<file path="config.mk">
export PLATFORM = sky130hd
export DESIGN_NAME = tree_node_sequencer
export DESIGN_NICKNAME = d
export VERILOG_FILES = /design/src/rtl/tree_node_pkg.sv /design/src/rtl/tree_node_timer.sv /design/src/rtl/tree_node_sequencer.sv
export SDC_FILE = /design/constraint.sdc
export NUM_CORES = 1
export LEC_CHECK = 0
export ABC_AREA = 1
export BUFFER_PORTS_ARGS = -buffer_cell sky130_fd_sc_hd__buf_2
export CORE_AREA = 3 3 63 53
export DETAILED_ROUTE_END_ITERATION = 10
export DIE_AREA = 0 0 66 56
export PLACE_DENSITY = 0.75
export SLEW_MARGIN = 30
export SYNTH_ARGS = -nofsm -noshare
export SYNTH_HDL_FRONTEND = slang
export SYNTH_SLANG_ARGS = --single-unit
</file>
<file path="constraint.sdc">
create_clock -name clk -period 3 [get_ports clk]
set_input_delay 0.6 -clock clk [delete_from_list [all_inputs] [get_ports clk]]
set_output_delay 0.6 -clock clk [all_outputs]
set_load 0.05 [all_outputs]
</file>
<file path="src/rtl/tree_node_pkg.sv">
// Shared types and constants for the tree node sequencer: FSM state encoding,
// launch-mode selectors and a popcount helper for the parallel done-mask.
package tree_node_pkg;

  typedef enum logic [1:0] {
    ST_IDLE,
    ST_LAUNCH,
    ST_WAIT,
    ST_FINISH
  } state_e;

  localparam int MODE_SEQ     = 0;
  localparam int MODE_PAR     = 1;
  localparam int MAX_CHILDREN = 32;

  function automatic logic [5:0] popcount32(input logic [31:0] v);
    logic [5:0] c;
    c = '0;
    for (int i = 0; i < 32; i++) c = c + {5'd0, v[i]};
    return c;
  endfunction

endpackage

</file>
<file path="src/rtl/tree_node_timer.sv">
// WAIT-state watchdog: counts enabled cycles since the last clear and flags the
// cycle in which the count reaches limit_i. A zero limit never expires.
module tree_node_timer #(
  parameter int W = 8
) (
  input  logic         clk,
  input  logic         rst,
  input  logic         clear_i,
  input  logic         en_i,
  input  logic [W-1:0] limit_i,
  output logic         expired_o
);

  logic [W-1:0] cnt_q, cnt_d;

  // Expiry is flagged during the limit_i-th enabled cycle, not one cycle later.
  assign expired_o = en_i && (limit_i != '0) && ((cnt_q + W'(1)) == limit_i);

  always_comb begin
    cnt_d = cnt_q;
    if (clear_i)                  cnt_d = '0;
    else if (en_i && !expired_o)  cnt_d = cnt_q + W'(1);
  end

  always_ff @(posedge clk or posedge rst) begin
    if (rst) cnt_q <= '0;
    else     cnt_q <= cnt_d;
  end

endmodule

</file>
<file path="src/rtl/tree_node_sequencer.sv">
// Launches a set of child tasks either one at a time or all together, tracks
// their completion and reports a single done/err pulse per run.
module tree_node_sequencer
  import tree_node_pkg::*;
#(
  parameter int NUM_CHILDREN   = 5,
  parameter int MODE           = 0,
  parameter int TIMEOUT_CYCLES = 255
) (
  input  logic                              clk,
  input  logic                              rst,
  input  logic                              start_i,
  output logic                              busy_o,
  output logic                              done_o,
  output logic                              err_o,
  output logic [NUM_CHILDREN-1:0]           child_start_o,
  input  logic [NUM_CHILDREN-1:0]           child_done_i,
  output logic [$clog2(NUM_CHILDREN+1)-1:0] done_cnt_o
);

  localparam int CW = $clog2(NUM_CHILDREN + 1);
  localparam int IW = (NUM_CHILDREN > 1) ? $clog2(NUM_CHILDREN) : 1;
  localparam int TW = $clog2(TIMEOUT_CYCLES + 2);
  localparam logic [NUM_CHILDREN-1:0] ALL_ONES = '1;
  localparam logic [IW-1:0]           LAST_IDX = IW'(NUM_CHILDREN - 1);

  if (NUM_CHILDREN < 1 || NUM_CHILDREN > MAX_CHILDREN) begin : g_bad_children
    $error("tree_node_sequencer: NUM_CHILDREN must be 1..32");
  end
  if (MODE != MODE_SEQ && MODE != MODE_PAR) begin : g_bad_mode
    $error("tree_node_sequencer: MODE must be 0 or 1");
  end

  state_e                  state_q, state_d;
  logic [IW-1:0]           idx_q, idx_d;
  logic [NUM_CHILDREN-1:0] mask_q, mask_d;
  logic [NUM_CHILDREN-1:0] cs_q, cs_d;
  logic [CW-1:0]           cnt_q, cnt_d;
  logic                    err_q, err_d;
  logic                    tmr_expired;

  // LAUNCH always leads to WAIT, so clearing there restarts the timer on every WAIT entry.
  tree_node_timer #(.W(TW)) u_timer (
    .clk       (clk),
    .rst       (rst),
    .clear_i   (state_q == ST_LAUNCH),
    .en_i      (state_q == ST_WAIT),
    .limit_i   (TW'(TIMEOUT_CYCLES)),
    .expired_o (tmr_expired)
  );

  always_comb begin
    state_d = state_q;
    idx_d   = idx_q;
    mask_d  = mask_q;
    cnt_d   = cnt_q;
    err_d   = err_q;
    cs_d    = '0;
    case (state_q)
      ST_IDLE: begin
        if (start_i) begin
          state_d = ST_LAUNCH;
          idx_d   = '0;
          mask_d  = '0;
          cnt_d   = '0;
          err_d   = 1'b0;
        end
      end
      ST_LAUNCH: state_d = ST_WAIT;
      ST_WAIT: begin
        // A completion seen in the expiry cycle wins over the timeout.
        if (MODE == MODE_SEQ) begin
          if (child_done_i[idx_q]) begin
            cnt_d = cnt_q + CW'(1);
            if (idx_q == LAST_IDX) begin
              state_d = ST_FINISH;
            end else begin
              idx_d   = idx_q + IW'(1);
              state_d = ST_LAUNCH;
            end
          end else if (tmr_expired) begin
            err_d   = 1'b1;
            state_d = ST_FINISH;
          end
        end else begin
          mask_d = mask_q | child_done_i;
          cnt_d  = CW'(popcount32(32'(mask_d)));
          if (mask_d == ALL_ONES) begin
            state_d = ST_FINISH;
          end else if (tmr_expired) begin
            err_d   = 1'b1;
            state_d = ST_FINISH;
          end
        end
      end
      ST_FINISH: state_d = ST_IDLE;
      default:   state_d = ST_IDLE;
    endcase
    if (state_d == ST_LAUNCH)
      cs_d = (MODE == MODE_SEQ) ? (NUM_CHILDREN'(1) << idx_d) : ALL_ONES;
  end

  always_ff @(posedge clk or posedge rst) begin
    if (rst) begin
      state_q <= ST_IDLE;
      idx_q   <= '0;
      mask_q  <= '0;
      cs_q    <= '0;
      cnt_q   <= '0;
      err_q   <= 1'b0;
    end else begin
      state_q <= state_d;
      idx_q   <= idx_d;
      mask_q  <= mask_d;
      cs_q    <= cs_d;
      cnt_q   <= cnt_d;
      err_q   <= err_d;
    end
  end

  assign busy_o        = (state_q != ST_IDLE);
  assign done_o        = (state_q == ST_FINISH);
  assign err_o         = (state_q == ST_FINISH) && err_q;
  assign child_start_o = cs_q;
  assign done_cnt_o    = cnt_q;

endmodule

</file>
== Word level (Yosys, flattened, before mapping) ==
Index checks and enable logic that the tools add are counted.
Operators by class
  $add $sub $neg: 3
  order comparisons: 1
  reduce and logical (&&, ||, !) cells: 10
  shift-type cells: 1
  equality and inequality tests: 10
  mux-type cells: 21
Operator list (number)
  9-bit 2-to-1 mux: 2
  3-bit 2-to-1 mux: 5
  3-bit one-hot mux with 2 select lines: 2
  9-bit by 1-bit adder with 9-bit output, second input constant: 1
  9-bit by 8-bit equality test with 1-bit output, second input constant: 1
  2-bit 2-to-1 mux: 4
  2-bit != test, second input constant: 4
  2-bit one-hot mux with 4 select lines: 1
  3-bit by 1-bit adder with 3-bit output, second input constant: 2
  2-bit nonzero test: 3
  5-bit 2-to-1 mux: 1
  1-bit by 3-bit left shift with 5-bit output, first input constant: 1
  2-bit by 1-bit equality test with 1-bit output, second input constant: 2
  2-bit equality test, second input constant: 2
  3-bit by 4-bit < comparator with 1-bit output, second input constant: 1
  1-bit 2-to-1 mux: 4
  4-bit AND reduction: 1
  1-bit binary-select mux with 3-bit select: 1
  3-bit equality test, second input constant: 1
  1-bit logical AND: 3
  3-bit AND reduction: 1
  2-bit logical NOT: 1
  1-bit one-hot mux with 2 select lines: 1
  1-bit logical NOT: 1
Word-level totals
  word-level logic and storage cells: 52
  flip-flop bits (word level): 23
  input bits: 8

== Depth between registers and ports, before layout ==
  depth in word-level cells: 8
  mapped depth: 12

== By module ==
From an unflattened synthesis, not the netlist that was laid out.
Unflattened totals
  cell total of the unflattened synthesis: 235
  area, all modules: 1619.1 um^2
Modules (own cells, without submodules)
  tree_node_timer: area an instance 825.8 um^2, cells an instance 138, instances 1
  tree_node_sequencer: area an instance 793.3 um^2, cells an instance 97, instances 1

== Worst setup path before layout ==
Ideal clock, no wire load.
  path kind: flip-flop to output port
  start: reg state_q[0]
  end: out err_o
  path buffers: 0
  slack: 1267 ps
  stages on the path, launching flop included: 3
  arrival time: 1133 ps
  cells stage by stage: dfrtp_1 -> nand2_1 -> nor2_1
On the way
  longest elaborated chain between the ends: 2
RTL lines
  from (decl): line tree_node_sequencer.sv:34  | state_e state_q, state_d;
  from (signal assigned): line tree_node_sequencer.sv:112  | state_q <= state_d;
  2-bit equality test: line tree_node_sequencer.sv:123  | assign err_o = (state_q == ST_FINISH) && err_q;
  1-bit logical AND: line tree_node_sequencer.sv:123
  to (decl): line tree_node_sequencer.sv:15  | output logic err_o,
Every way passes these cells.

== Final worst setup path ==
  start: reg state_q[0]
  end: reg cs_q[3], in the netlist child_start_o[3]
On the way
  elaborated cells between the ends (all ways): 13
  those cells by class: 4 x eq/ne; 1 x shift; 6 x mux; 2 x reduce/logical
RTL lines
  2-bit equality test or 2-bit logical NOT (tied branches): line tree_node_sequencer.sv:59  | case (state_q)
  3-bit one-hot mux with 2 select lines (*): line tree_node_sequencer.sv:59
  net idx_d[2]: line tree_node_sequencer.sv:35  | logic [IW-1:0] idx_q, idx_d;
  1-bit by 3-bit left shift with 5-bit output (*): line tree_node_sequencer.sv:100  | cs_d = (MODE == MODE_SEQ) ? (NUM_CHILDREN'(1) << idx_d) : ALL_ONES;
  5-bit 2-to-1 mux (*): line tree_node_sequencer.sv:99  | if (state_d == ST_LAUNCH)
  net cs_d[3]: line tree_node_sequencer.sv:37  | logic [NUM_CHILDREN-1:0] cs_q, cs_d;
  to (signal assigned): line tree_node_sequencer.sv:115  | cs_q <= cs_d;
  to (decl): line tree_node_sequencer.sv:37
The timed path passes the listed nets; every way through them passes the cells marked *.
A chain may end at the register's enable or synchronous reset.

==> run metrics <==
Remaining DRCs 0; FF/Latch Area 575.6 µm²; Synthesized Nets just under 200; worst hold path class input pin to async pin; Die Ht 56 µm; hold buffers post-CTS 0; diode count 0; max-slew violations 0; most common cell after layout, fill and taps aside nand2_1; Finished Core Util 0.5522; Clock Path Buffers 2; Resize count post-CTS 0; setup repair bufs after CTS 0; Cell Area, Synth about 0.0014 mm²; CTS root buf clkbuf_4; final WL 2.504 mm; post-route cell area 0.001515 mm²; IO Port Bufs 18; clock skew between 0.006 and 0.007 ns; Worst slew margin 0.4334; floorplan core area 0.002744 mm²; chip width 66 µm; final setup violation count 0; drt pass-1 iters 4; layout cell share with drive strength beyond 1 0.1805; GRT overflow 0; global-route usage over all layers 0.1487; r2r setup slk just over 1 ns; TritonCTS Sinks 23; IO Count 19; Area growth, synth to finish 10.09%; Initial Util 0.5016; Post-Syn Instances 185; worst setup margin roughly 1 ns; syn_area_per_cell between 7 and 8 µm²; CTS tree done; maximum clock rate 506.5 MHz; VDD IR max 432.6 µV; final layout net count 219; Yosys cell types 24; area occupied by multi-input gates between 600 and 700 µm²; RSZ-0062 raised after global routing false; Leak 0.7964 nW; #FFs+latches synth 23; Worst-Skew Late Latency 0.31 ns; post-synthesis sequential area ratio 0.4182; CTS H-Tree Depth 1; Fin Hold WS ~0.44 ns; TritonCTS Buffers 3; WP data required roughly 3.3 ns; Final TNS setup 0 ns; dpl cell area 0.001488 mm²; CP Launch Type flop; DP Worst Slack 1.034 ns; GP Congestion 0.8373; Fill cells ~260; Worst EP arrival 2.22 ns; Routed Antenna Nets 0; initial drt markers 49; first-pass GRT wire length around 4.4 mm; Tcrit/Tclk final 0.6581; initial antenna violation count 0; number of global-route vias before repair 1,023; pwr dens 790.2 mW/mm²; # rows 17; die area 0.003696 mm²; synth warn 0; Crit. End Element flop; Via density 4.770; Routed WL per cell 10.30 µm; via count about 1,200; CP Max Fanout 11; largest net degree at the start of global routing 24; commonest cells after routing, fill and taps aside nand2_1 (48), inv_1 (27), dfrtp_1 (23); DP HPWL 1.939 mm; Max-Cap Viols 0; Final Hold Viols 0; CP Class flop to flop; worst slew pin tran 0.8490 ns; outcome finished clean; Tmin final 1.974 ns; CTS clk-pin slew, worst paths 0.12 ns
[sequential cells by signal, summed over array words and instances (netlist names)]
register,cells
u_timer.cnt_q,9
idx_q,3
child_start_o,5
done_cnt_o,3
err_q,1
state_q,2
[metrics by stage]
step | cells | power [mW]
floorplan | 185 | 0.9588
global placement | 239 | 1.057
detailed placement | 239 | 1.063
CTS | 243 | 1.204
global route | 243 | 1.302
finish | 243 | 1.197
[worst max-delay path: stages, from the launching register on]
cell     delay (ns)
dfrtp_1        0.45
nor2_1         0.63
nand4_1        0.17
nand3_1        0.10
nand2_1        0.09
nor3_1         0.27
nand2_1        0.11
nor2_1         0.11
[final cells by class]
type | count | share of cell area
multi-input combinational | 132 | 0.4418
sequential | 23 | 0.3799
inverter | 28 | 0.06936
timing repair buffer | 18 | 0.05946
tap | 38 | 0.03138
clock buffer | 3 | 0.01486
clock inverter | 1 | 0.003303
[cells by family after synthesis]
logic type | count (synthesis) | share of synthesized area
buf+inv | 30 | 0.09545
fa+ha+maj | 5 | 0.04545
flops | 23 | 0.4182
simple gates | 107 | 0.3573
xor+xnor | 2 | 0.01273
compound gates | 18 | 0.07090
[routing by layer]
metal  wire (µm)  global-route usage  up-vias
li1            -                   -      627
met1        1292              0.2221      490
met2        1001              0.2100       40
met3         195             0.04848        2
met4          14             0.02609        0
met5           0                   0        -
[report_power, final]
| part | internal (mW) | switching (mW) |
|---|---|---|
| registers | 0.383 | 0.0656 |
| logic | 0.157 | 0.452 |
| clock network | 0.0498 | 0.0897 |
| total | 0.590 | 0.607 |
[synthesized netlist by cell type]
library cell,number,share of area
inv_2,1,0.0027
nand3_1,21,0.076
a21oi_1,3,0.011
nand2_4,1,0.0082
ha_1,5,0.045
nand3_2,2,0.015
nand4_2,1,0.0091
inv_1,27,0.074
nor2_1,20,0.055
nor3_1,1,0.0036
nand4_1,2,0.0091
nand2_1,48,0.13
o21ai_0,11,0.040
nand2_2,5,0.023
o21ai_1,1,0.0036
o21bai_1,2,0.011
nand3b_1,1,0.0055
nor2_2,5,0.023
buf_8,1,0.011
o31ai_1,1,0.0055
xor2_1,1,0.0064
buf_6,1,0.0082
xnor2_1,1,0.0064
dfrtp_1,23,0.42
[worst paths after layout]
path	start	to	cells after the start
max reg2reg	state_q[0]	child_start_o[3]	7
min	rst	child_start_o[4]	2
max	state_q[0]	child_start_o[3]	7
min in group clk	done_cnt_o[1]	done_cnt_o[1]	2
min reg2reg	done_cnt_o[1]	done_cnt_o[1]	2
max in group asynchronous	rst	u_timer.cnt_q[1]	2
Note: power is estimated with default switching activity, not from simulation.
